**src/rtl/mc_pkg.sv**
```systemverilog
// Shared encodings for the multicycle control unit: opcodes, FSM states and
// datapath select values, also consumed by the datapath and ALU control.
package mc_pkg;

    localparam int OPW = 4;

    localparam logic [OPW-1:0] OP_R    = 4'b0000;
    localparam logic [OPW-1:0] OP_ADDI = 4'b0001;
    localparam logic [OPW-1:0] OP_LW   = 4'b0010;
    localparam logic [OPW-1:0] OP_SW   = 4'b0011;
    localparam logic [OPW-1:0] OP_BEQ  = 4'b0100;
    localparam logic [OPW-1:0] OP_BNE  = 4'b0101;
    localparam logic [OPW-1:0] OP_J    = 4'b0110;
    localparam logic [OPW-1:0] OP_HALT = 4'b1111;

    typedef enum logic [3:0] {
        S_RESET    = 4'd0,
        S_FETCH    = 4'd1,
        S_DECODE   = 4'd2,
        S_EXEC_R   = 4'd3,
        S_ALU_WB_R = 4'd4,
        S_EXEC_I   = 4'd5,
        S_ALU_WB_I = 4'd6,
        S_MEM_ADDR = 4'd7,
        S_MEM_RD   = 4'd8,
        S_MEM_WB   = 4'd9,
        S_MEM_WR   = 4'd10,
        S_BRANCH   = 4'd11,
        S_JUMP     = 4'd12,
        S_HALT     = 4'd13
    } state_t;

    localparam logic [1:0] ALU_OP_ADD   = 2'b00;
    localparam logic [1:0] ALU_OP_SUB   = 2'b01;
    localparam logic [1:0] ALU_OP_FUNCT = 2'b10;

    localparam logic [1:0] PC_SRC_ALU    = 2'b00;
    localparam logic [1:0] PC_SRC_ALUOUT = 2'b01;
    localparam logic [1:0] PC_SRC_JUMP   = 2'b10;

    localparam logic [1:0] SRC_B_REG    = 2'b00;
    localparam logic [1:0] FETCH_PC_INC = 2'b01;
    localparam logic [1:0] SRC_B_IMM    = 2'b10;

    function automatic logic op_is_legal(input logic [OPW-1:0] op);
        return (op inside {OP_R, OP_ADDI, OP_LW, OP_SW, OP_BEQ, OP_BNE, OP_J, OP_HALT});
    endfunction

endpackage

```
**src/rtl/mc_control_fsm_if.sv**
```systemverilog
// Control bundle between the control FSM (master) and the multicycle datapath.
interface mc_control_fsm_if;

    logic [mc_pkg::OPW-1:0] opcode;
    logic                   mem_ready;
    logic                   pc_write;
    logic                   pc_write_cond;
    logic                   branch_ne;
    logic [1:0]             pc_src;
    logic                   iord;
    logic                   mem_read;
    logic                   mem_write;
    logic                   ir_write;
    logic                   reg_dst;
    logic                   mem_to_reg;
    logic                   reg_write;
    logic                   alu_src_a;
    logic [1:0]             alu_src_b;
    logic [1:0]             alu_op;
    logic                   halted;
    logic                   illegal_op;

    modport master (
        input  opcode, mem_ready,
        output pc_write, pc_write_cond, branch_ne, pc_src, iord, mem_read,
               mem_write, ir_write, reg_dst, mem_to_reg, reg_write,
               alu_src_a, alu_src_b, alu_op, halted, illegal_op
    );

    modport slave (
        output opcode, mem_ready,
        input  pc_write, pc_write_cond, branch_ne, pc_src, iord, mem_read,
               mem_write, ir_write, reg_dst, mem_to_reg, reg_write,
               alu_src_a, alu_src_b, alu_op, halted, illegal_op
    );

endinterface

```
**src/rtl/mc_control_fsm.sv**
```systemverilog
// Moore control FSM for the multicycle processor; outputs decode from state,
// with only the FETCH IR/PC loads qualified by the memory handshake.
//
// state    | meaning
// RESET    | post-reset idle, all outputs low
// FETCH    | read instruction at PC, PC+1 on mem_ready
// DECODE   | compute branch target into ALUOut, dispatch on opcode
// EXEC_R   | A op B (funct-decoded)
// ALU_WB_R | write ALUOut to rd
// EXEC_I   | A + imm
// ALU_WB_I | write ALUOut to rt
// MEM_ADDR | A + imm effective address
// MEM_RD   | load, wait for mem_ready
// MEM_WB   | write MDR to rt
// MEM_WR   | store, wait for mem_ready
// BRANCH   | A - B, conditional PC load from ALUOut
// JUMP     | PC <= jump target
// HALT     | parked until reset
module mc_control_fsm
    import mc_pkg::*;
(
    input  logic            clk,
    input  logic            rst_n,
    mc_control_fsm_if.master ctl
);

    state_t state_q, state_d;

    always_ff @(posedge clk or negedge rst_n) begin
        if (!rst_n) state_q <= S_RESET;
        else        state_q <= state_d;
    end

    always_comb begin
        state_d = state_q;
        case (state_q)
            S_RESET:    state_d = S_FETCH;
            S_FETCH:    if (ctl.mem_ready) state_d = S_DECODE;
            S_DECODE: begin
                case (ctl.opcode)
                    OP_R:         state_d = S_EXEC_R;
                    OP_ADDI:      state_d = S_EXEC_I;
                    OP_LW, OP_SW: state_d = S_MEM_ADDR;
                    OP_BEQ, OP_BNE: state_d = S_BRANCH;
                    OP_J:         state_d = S_JUMP;
                    OP_HALT:      state_d = S_HALT;
                    default:      state_d = S_FETCH;
                endcase
            end
            S_EXEC_R:   state_d = S_ALU_WB_R;
            S_ALU_WB_R: state_d = S_FETCH;
            S_EXEC_I:   state_d = S_ALU_WB_I;
            S_ALU_WB_I: state_d = S_FETCH;
            S_MEM_ADDR: state_d = (ctl.opcode == OP_SW) ? S_MEM_WR : S_MEM_RD;
            S_MEM_RD:   if (ctl.mem_ready) state_d = S_MEM_WB;
            S_MEM_WB:   state_d = S_FETCH;
            S_MEM_WR:   if (ctl.mem_ready) state_d = S_FETCH;
            S_BRANCH:   state_d = S_FETCH;
            S_JUMP:     state_d = S_FETCH;
            S_HALT:     state_d = S_HALT;
            default:    state_d = S_FETCH;
        endcase
    end

    always_comb begin
        ctl.pc_write      = 1'b0;
        ctl.pc_write_cond = 1'b0;
        ctl.branch_ne     = 1'b0;
        ctl.pc_src        = PC_SRC_ALU;
        ctl.iord          = 1'b0;
        ctl.mem_read      = 1'b0;
        ctl.mem_write     = 1'b0;
        ctl.ir_write      = 1'b0;
        ctl.reg_dst       = 1'b0;
        ctl.mem_to_reg    = 1'b0;
        ctl.reg_write     = 1'b0;
        ctl.alu_src_a     = 1'b0;
        ctl.alu_src_b     = SRC_B_REG;
        ctl.alu_op        = ALU_OP_ADD;
        ctl.halted        = 1'b0;
        ctl.illegal_op    = 1'b0;
        case (state_q)
            S_FETCH: begin
                ctl.mem_read  = 1'b1;
                ctl.alu_src_b = FETCH_PC_INC;
                ctl.ir_write  = ctl.mem_ready;
                ctl.pc_write  = ctl.mem_ready;
            end
            S_DECODE: begin
                ctl.alu_src_b  = SRC_B_IMM;
                ctl.illegal_op = !op_is_legal(ctl.opcode);
            end
            S_EXEC_R: begin
                ctl.alu_src_a = 1'b1;
                ctl.alu_op    = ALU_OP_FUNCT;
            end
            S_ALU_WB_R: begin
                ctl.reg_write = 1'b1;
                ctl.reg_dst   = 1'b1;
            end
            S_EXEC_I, S_MEM_ADDR: begin
                ctl.alu_src_a = 1'b1;
                ctl.alu_src_b = SRC_B_IMM;
            end
            S_ALU_WB_I: ctl.reg_write = 1'b1;
            S_MEM_RD: begin
                ctl.mem_read = 1'b1;
                ctl.iord     = 1'b1;
            end
            S_MEM_WB: begin
                ctl.reg_write  = 1'b1;
                ctl.mem_to_reg = 1'b1;
            end
            S_MEM_WR: begin
                ctl.mem_write = 1'b1;
                ctl.iord      = 1'b1;
            end
            S_BRANCH: begin
                ctl.alu_src_a     = 1'b1;
                ctl.alu_op        = ALU_OP_SUB;
                ctl.pc_src        = PC_SRC_ALUOUT;
                ctl.pc_write_cond = 1'b1;
                ctl.branch_ne     = (ctl.opcode == OP_BNE);
            end
            S_JUMP: begin
                ctl.pc_write = 1'b1;
                ctl.pc_src   = PC_SRC_JUMP;
            end
            S_HALT:  ctl.halted = 1'b1;
            default: ;
        endcase
    end

endmodule

```
**src/flat_wrapper.sv**
```systemverilog
// flat-port wrapper written by rule: the top's interface ports become plain ports
module mc_control_fsm_flat import mc_pkg::*;
  (clk, rst_n, ctl_opcode, ctl_mem_ready, ctl_pc_write, ctl_pc_write_cond, ctl_branch_ne, ctl_pc_src, ctl_iord, ctl_mem_read, ctl_mem_write, ctl_ir_write, ctl_reg_dst, ctl_mem_to_reg, ctl_reg_write, ctl_alu_src_a, ctl_alu_src_b, ctl_alu_op, ctl_halted, ctl_illegal_op);
  mc_control_fsm_if ctl_i ();
  input  logic clk;
  input  logic rst_n;
  input wire logic [$bits(ctl_i.opcode)-1:0] ctl_opcode;
  input wire logic [$bits(ctl_i.mem_ready)-1:0] ctl_mem_ready;
  output wire logic [$bits(ctl_i.pc_write)-1:0] ctl_pc_write;
  output wire logic [$bits(ctl_i.pc_write_cond)-1:0] ctl_pc_write_cond;
  output wire logic [$bits(ctl_i.branch_ne)-1:0] ctl_branch_ne;
  output wire logic [$bits(ctl_i.pc_src)-1:0] ctl_pc_src;
  output wire logic [$bits(ctl_i.iord)-1:0] ctl_iord;
  output wire logic [$bits(ctl_i.mem_read)-1:0] ctl_mem_read;
  output wire logic [$bits(ctl_i.mem_write)-1:0] ctl_mem_write;
  output wire logic [$bits(ctl_i.ir_write)-1:0] ctl_ir_write;
  output wire logic [$bits(ctl_i.reg_dst)-1:0] ctl_reg_dst;
  output wire logic [$bits(ctl_i.mem_to_reg)-1:0] ctl_mem_to_reg;
  output wire logic [$bits(ctl_i.reg_write)-1:0] ctl_reg_write;
  output wire logic [$bits(ctl_i.alu_src_a)-1:0] ctl_alu_src_a;
  output wire logic [$bits(ctl_i.alu_src_b)-1:0] ctl_alu_src_b;
  output wire logic [$bits(ctl_i.alu_op)-1:0] ctl_alu_op;
  output wire logic [$bits(ctl_i.halted)-1:0] ctl_halted;
  output wire logic [$bits(ctl_i.illegal_op)-1:0] ctl_illegal_op;
  assign ctl_i.opcode = ctl_opcode;
  assign ctl_i.mem_ready = ctl_mem_ready;
  assign ctl_pc_write = ctl_i.pc_write;
  assign ctl_pc_write_cond = ctl_i.pc_write_cond;
  assign ctl_branch_ne = ctl_i.branch_ne;
  assign ctl_pc_src = ctl_i.pc_src;
  assign ctl_iord = ctl_i.iord;
  assign ctl_mem_read = ctl_i.mem_read;
  assign ctl_mem_write = ctl_i.mem_write;
  assign ctl_ir_write = ctl_i.ir_write;
  assign ctl_reg_dst = ctl_i.reg_dst;
  assign ctl_mem_to_reg = ctl_i.mem_to_reg;
  assign ctl_reg_write = ctl_i.reg_write;
  assign ctl_alu_src_a = ctl_i.alu_src_a;
  assign ctl_alu_src_b = ctl_i.alu_src_b;
  assign ctl_alu_op = ctl_i.alu_op;
  assign ctl_halted = ctl_i.halted;
  assign ctl_illegal_op = ctl_i.illegal_op;
  mc_control_fsm u_core (.clk(clk), .rst_n(rst_n), .ctl(ctl_i));
endmodule
```
**config.mk**
```make
export PLATFORM = sky130hd
export DESIGN_NAME = mc_control_fsm_flat
export DESIGN_NICKNAME = d
export VERILOG_FILES = /design/src/rtl/mc_pkg.sv /design/src/rtl/mc_control_fsm_if.sv /design/src/rtl/mc_control_fsm.sv /design/src/flat_wrapper.sv
export SDC_FILE = /design/constraint.sdc
export NUM_CORES = 1
export LEC_CHECK = 0
export CAP_MARGIN = 25
export CORE_UTILIZATION = 25
export CTS_BUF_LIST = sky130_fd_sc_hd__clkbuf_4 sky130_fd_sc_hd__clkbuf_8
export CTS_CLUSTER_SIZE = 12
export DETAILED_ROUTE_END_ITERATION = 16
export HOLD_SLACK_MARGIN = 0.12
export PLACE_DENSITY = 0.63
export SKIP_CTS_REPAIR_TIMING = 1
export SLEW_MARGIN = 40
export SYNTH_ARGS = -nofsm -noshare
export SYNTH_HDL_FRONTEND = slang
export SYNTH_SLANG_ARGS = --single-unit
```
**constraint.sdc**
```tcl
create_clock -name clk -period 1.63 [get_ports clk]
set_input_delay 0.2445 -clock clk [delete_from_list [all_inputs] [get_ports clk]]
set_output_delay 0.2445 -clock clk [all_outputs]
set_load 0.1 [all_outputs]
```
==> metrics.txt, run 1 <==
status=complete, but fails checks; failing checks=negative setup slack; area delta synth->final=163%; first-pass GRT wire length=2960 microns; Most used DFF post-synth=dfrtp_1; most common cell after layout, fill and taps aside=buf_12; Fin Hold WS=194 ps; multi-input logic area=598 sq um; YS warnings=0; Mapped Nets=81; largest net degree at the start of global routing=13; worst path bufs/invs=2; Clock transition at path regs=40 ps; Cells after Synth=74; Final Slew Violations=0; n_diodes=0; All-Layer GR Usage=16.0%; sequential area share after synthesis=18.1%; final wirelength=2050 microns; Initial Util=27.3%; Fillers=140; FMAX=598 MHz; worst-skew pair later-pin latency=240 ps; initial DRC count=19; Routed Antenna Nets=0; Final setup viols=1; Detail Placement HPWL=1390 microns; number of synthesized flops with an enable pin=0; chip height=49.0 microns; fin crit share=103%; syn avg cell area=7.46 sq um; pre-CTS setup slack=-37.8 ps; die area=2400 sq um; Worst EP arrival=1430 ps; Fin. Hold Viols=0; Initial DRT Pass Iterations=4; Yosys cell types=34; wire per inst=14.0 microns; leading registers by flop count=u_core.state_q (4); MaxCap Viol Count=0; htree depth=1; Max Clock Skew=11.7 ps; CP startpoint kind=register; Final #Nets=128; CTS tree=built; Crit path required time=1390 ps; worst path cell trace=buf_6 -> nor2_4 -> nand3_2 -> a21oi_4 -> buf_12; max FFs per register=4; fin crit period=1670 ps; vias per std cell=5.08; core area=2020 sq um; register area=104 sq um; CTS Buf Count=3; slowest CP cell=dfrtp_2; initial antenna violation count=0; HP Class=in -> async; RSZ-0062 raised after global routing=yes; most frequent cells in the layout=buf_12 (20), buf_4 (19), nor3_4 (6), buf_6 (6); Async SR Flop Fraction=100%; post-route setup slack=-42.1 ps; gr ovfl total=0; PortBufs=25; mapped cell area=552 sq um; DRC viols=0; maximum fanout along the worst path=6; Setup TNS Final=-42.1 ps; Worst setup EP type=primary output; WP depth=5; Placer Congestion=0.764; fraction of layout cells with a size suffix above 1=67.2%; slew of the pin with the lowest slew margin=264 ps; # rows=16; Crit path max-delay family=flip-flops; Root Buffer=clkbuf_4; Worst slew margin=82.1%; number of global-route vias before repair=651; width of the die=49.0 microns; total vias in the final route=741; Max clock buf depth=2; Crit path largest cell delay=440 ps; WS Path Type=reg -> out; Largest Register=u_core.state_q; clock sinks=4; # IOs=26; post-layout util=71.9%; worst-case reg-to-reg path depth=6; flops & latches, synth=4
[final cells by class]
| class | instances | share of cell area, % |
|---|---|---|
| timing repair buffer | 52 | 47.8 |
| clock buffer | 3 | 1.55 |
| tap | 27 | 2.32 |
| multi-input combinational | 60 | 41.1 |
| sequential | 4 | 7.14 |
[worst paths after layout]
kind | startpoint | slack, ps | to
worst min-delay path | rst_n | 190 | u_core.state_q[1]
worst max-delay path | u_core.state_q[3] | -40 | ctl_pc_write
max in group asynchronous | rst_n | 1250 | u_core.state_q[2]
min in group clk | ctl_opcode[2] | 630 | u_core.state_q[3]
worst min register to register | u_core.state_q[1] | 680 | u_core.state_q[1]
worst max register to register | u_core.state_q[0] | 110 | u_core.state_q[1]
[per-layer routing]
metal  vias up  share of wire, %  GRT usage, %  routed length [microns]
met1       354                40          19.4                      818
li1        365                 -             -                        -
met2        20                57          28.0                     1160
met5         -                 0             0                        0
met3         2               2.4          1.87                       49
met4         0              0.93          7.35                       19
[cells in the mapped netlist, types with 2 or more instances]
library cell | number | area (sq um)
and3_1 | 3 | 18.8
nor3_1 | 5 | 25.0
nand2_1 | 6 | 22.5
buf_4 | 4 | 30.0
buf_6 | 2 | 22.5
xnor2_1 | 2 | 17.5
dfrtp_1 | 4 | 100
buf_2 | 4 | 20.0
nor4_1 | 2 | 12.5
nand2b_1 | 5 | 31.3
nor2_1 | 6 | 22.5
nand3_1 | 3 | 15.0
o21ai_0 | 4 | 20.0
nor3b_1 | 3 | 22.5
a211oi_1 | 2 | 15.0
[cell families (layout without fill, tap and decap cells)]
family	after synthesis	count (layout)	synth area share, %
compound gates	17	17	21.5
xor+xnor	3	3	4.76
flops	4	4	18.1
simple gates	40	40	42.4
buf+inv	10	55	13.2
[per-stage QoR]
step | cells | instance area (sq um)
after global routing | 146 | 1450
after floorplan | 74 | 733
after global placement | 131 | 1220
final | 146 | 1450
after CTS | 134 | 1240
after detailed placement | 131 | 1220
Power of run 1 is left out: the tool's default activity adds up to more than one toggle a clock period on the data nets, which glitch-free logic cannot reach.
==> run 2: changes to the inputs <==
--- a/config.mk
+++ b/config.mk
@@ -5,13 +5,14 @@
 export SDC_FILE = /design/constraint.sdc
 export NUM_CORES = 1
 export LEC_CHECK = 0
+export ABC_AREA = 1
 export CAP_MARGIN = 25
 export CORE_UTILIZATION = 25
 export CTS_BUF_LIST = sky130_fd_sc_hd__clkbuf_4 sky130_fd_sc_hd__clkbuf_8
 export CTS_CLUSTER_SIZE = 12
 export DETAILED_ROUTE_END_ITERATION = 16
 export HOLD_SLACK_MARGIN = 0.12
-export PLACE_DENSITY = 0.63
+export PLACE_DENSITY = 0.65
 export SKIP_CTS_REPAIR_TIMING = 1
 export SLEW_MARGIN = 40
 export SYNTH_ARGS = -nofsm -noshare
==> metrics.txt, run 2 <==
status=complete, but fails checks; failing checks=negative setup slack; Largest Register=u_core.state_q; multi-input logic area=502 sq um; vias per std cell=4.48; chip height=47.2 microns; width of the die=47.2 microns; top cells by count, synth=nand2_1 (34), nor2_1 (17), inv_1 (11), nand3_1 (9), dfrtp_1 (4); Final Slew Violations=0; Final setup viols=6; Fin. Hold Viols=0; number of synthesized flops with an enable pin=0; sequential area share after synthesis=19.6%; number of global-route vias before repair=748; Final #Nets=151; syn avg cell area=5.39 sq um; share of the synthesized area in the top cell type=24.9%; CP startpoint kind=register; largest net degree at the start of global routing=8; XOR/XNOR share of the synthesized area=0%; wire per inst=11.3 microns; area delta synth->final=161%; # rows=16; Clock transition at path regs=40 ps; Initial Util=26.4%; CTS Buf Count=3; Max clock buf depth=2; post-synthesis mux area share=0%; Routed Antenna Nets=0; DRC viols=0; WS Path Type=reg -> out; largest area contributor in the netlist=nand2_1; Synth Area in Simple Gates=57.7%; first-pass GRT wire length=2840 microns; Initial DRT Pass Iterations=4; PortBufs=25; All-Layer GR Usage=18.3%; Fillers=168; fin crit period=1660 ps; Worst setup EP type=primary output; n_diodes=0; mapped cell area=512 sq um; Worst EP arrival=1420 ps; RSZ-0062 raised after global routing=yes; Yosys cell types=18; Adder-Cell Fraction of Synth Area=0%; Worst slew margin=78.1%; MaxCap Viol Count=0; flops & latches, synth=4; # IOs=26; most common cell after layout, fill and taps aside=nand2_1; slew of the pin with the lowest slew margin=327 ps; Detail Placement HPWL=1540 microns; max FFs per register=4; fin crit share=102%; Placer Congestion=0.855; most numerous cell in the Yosys netlist=nand2_1; Mapped Nets=102; total vias in the final route=761; maximum fanout along the worst path=4; HP Class=in -> async; most frequent cells in the layout=nand2_1 (27), buf_4 (20), buf_12 (19), nand3_1 (9), inv_1 (8); Max Clock Skew=5.81 ps; gr ovfl total=0; register area=103 sq um; Synth Area in Compound Gates=9.54%; Async SR Flop Fraction=100%; htree depth=1; Crit path required time=1390 ps; Setup TNS Final=-60.9 ps; top area cells in the synthesized netlist=nand2_1 (25%), dfrtp_1 (20%), nor2_1 (12%), nand3_1 (8.8%), inv_1 (8.1%); final wirelength=1930 microns; leading registers by flop count=u_core.state_q (4); clock sinks=4; FMAX=601 MHz; initial DRC count=11; die area=2230 sq um; CTS tree=built; core area=1940 sq um; Most used DFF post-synth=dfrtp_1; Root Buffer=clkbuf_4; fraction of layout cells with a size suffix above 1=56.6%; worst-skew pair later-pin latency=240 ps; Cells after Synth=95; pre-CTS setup slack=-89.3 ps; main combinational cell family by area after synthesis=simple AND/OR/NAND/NOR gates; post-route setup slack=-33.4 ps; initial antenna violation count=0; YS warnings=0
-- run 2: layout make-up --
cell class,count,share of cell area (%)
Inverter,14,4.31
Sequential cell,4,7.69
Timing Repair Buffer,46,45.6
Clock buffer,4,2.25
Tap cell,27,2.53
Multi-Input combinational cell,75,37.6
-- run 2: metrics by stage --
step | std cells | cell area (sq um) | util [%] | hold WS [ps]
after CTS | 163 | 1220 | 63.0 | 203
after detailed placement | 159 | 1190 | 61.5 | 465
after floorplan | 95 | 654 | - | -51.1
after global placement | 159 | 1190 | 61.5 | 453
after global routing | 170 | 1340 | 68.8 | 228
final | 170 | 1340 | 68.8 | 208
-- run 2: routing by layer --
layer | routed length (microns) | global-route usage (%) | vias up
met5 | 0 | 0 | -
met4 | 0 | 9.14 | 0
met1 | 745 | 20.4 | 358
li1 | - | - | 392
met3 | 16 | 2.69 | 0
met2 | 1160 | 33.2 | 11
-- run 2: cell families after synthesis --
family,after synthesis
AOI/OAI and AO/OA,7
and+or+nand+nor,68
buffers and inverters,16
DFF,4
-- run 2: path summary, 6_finish.rpt --
| path | startpoint | endpoint | slack, ps | cells past startpoint |
|---|---|---|---|---|
| setup / recovery | u_core.state_q[0] | ctl_illegal_op | -30 | 6 |
| hold / removal | rst_n | u_core.state_q[1] | 210 | 1 |
| setup reg to reg | u_core.state_q[2] | u_core.state_q[3] | 270 | 9 |
| hold reg to reg | u_core.state_q[0] | u_core.state_q[1] | 710 | 5 |
| max in group asynchronous | rst_n | u_core.state_q[0] | 1230 | 1 |
| min in group clk | ctl_opcode[2] | u_core.state_q[2] | 550 | 6 |
-- run 2: worst max-delay path, stage by stage, from the launching register on --
cell and delay [ps]:
dfrtp_2 430, inv_2 90, nand2_4 60, nor2_4 100, inv_2 60, a211oi_4 240
buf_12 210
Power of run 2 is left out for the same reason.
==> run 3: changes to the inputs <==
--- a/config.mk
+++ b/config.mk
@@ -11,6 +11,7 @@
 export CTS_BUF_LIST = sky130_fd_sc_hd__clkbuf_4 sky130_fd_sc_hd__clkbuf_8
 export CTS_CLUSTER_SIZE = 12
 export DETAILED_ROUTE_END_ITERATION = 16
+export GPL_ROUTABILITY_DRIVEN = 0
 export HOLD_SLACK_MARGIN = 0.12
 export PLACE_DENSITY = 0.65
 export SKIP_CTS_REPAIR_TIMING = 1
==> results of run 3 <==
No change in the layout: final DEF, timing and power equal those of run 2.
Power of run 3 is left out for the same reason.
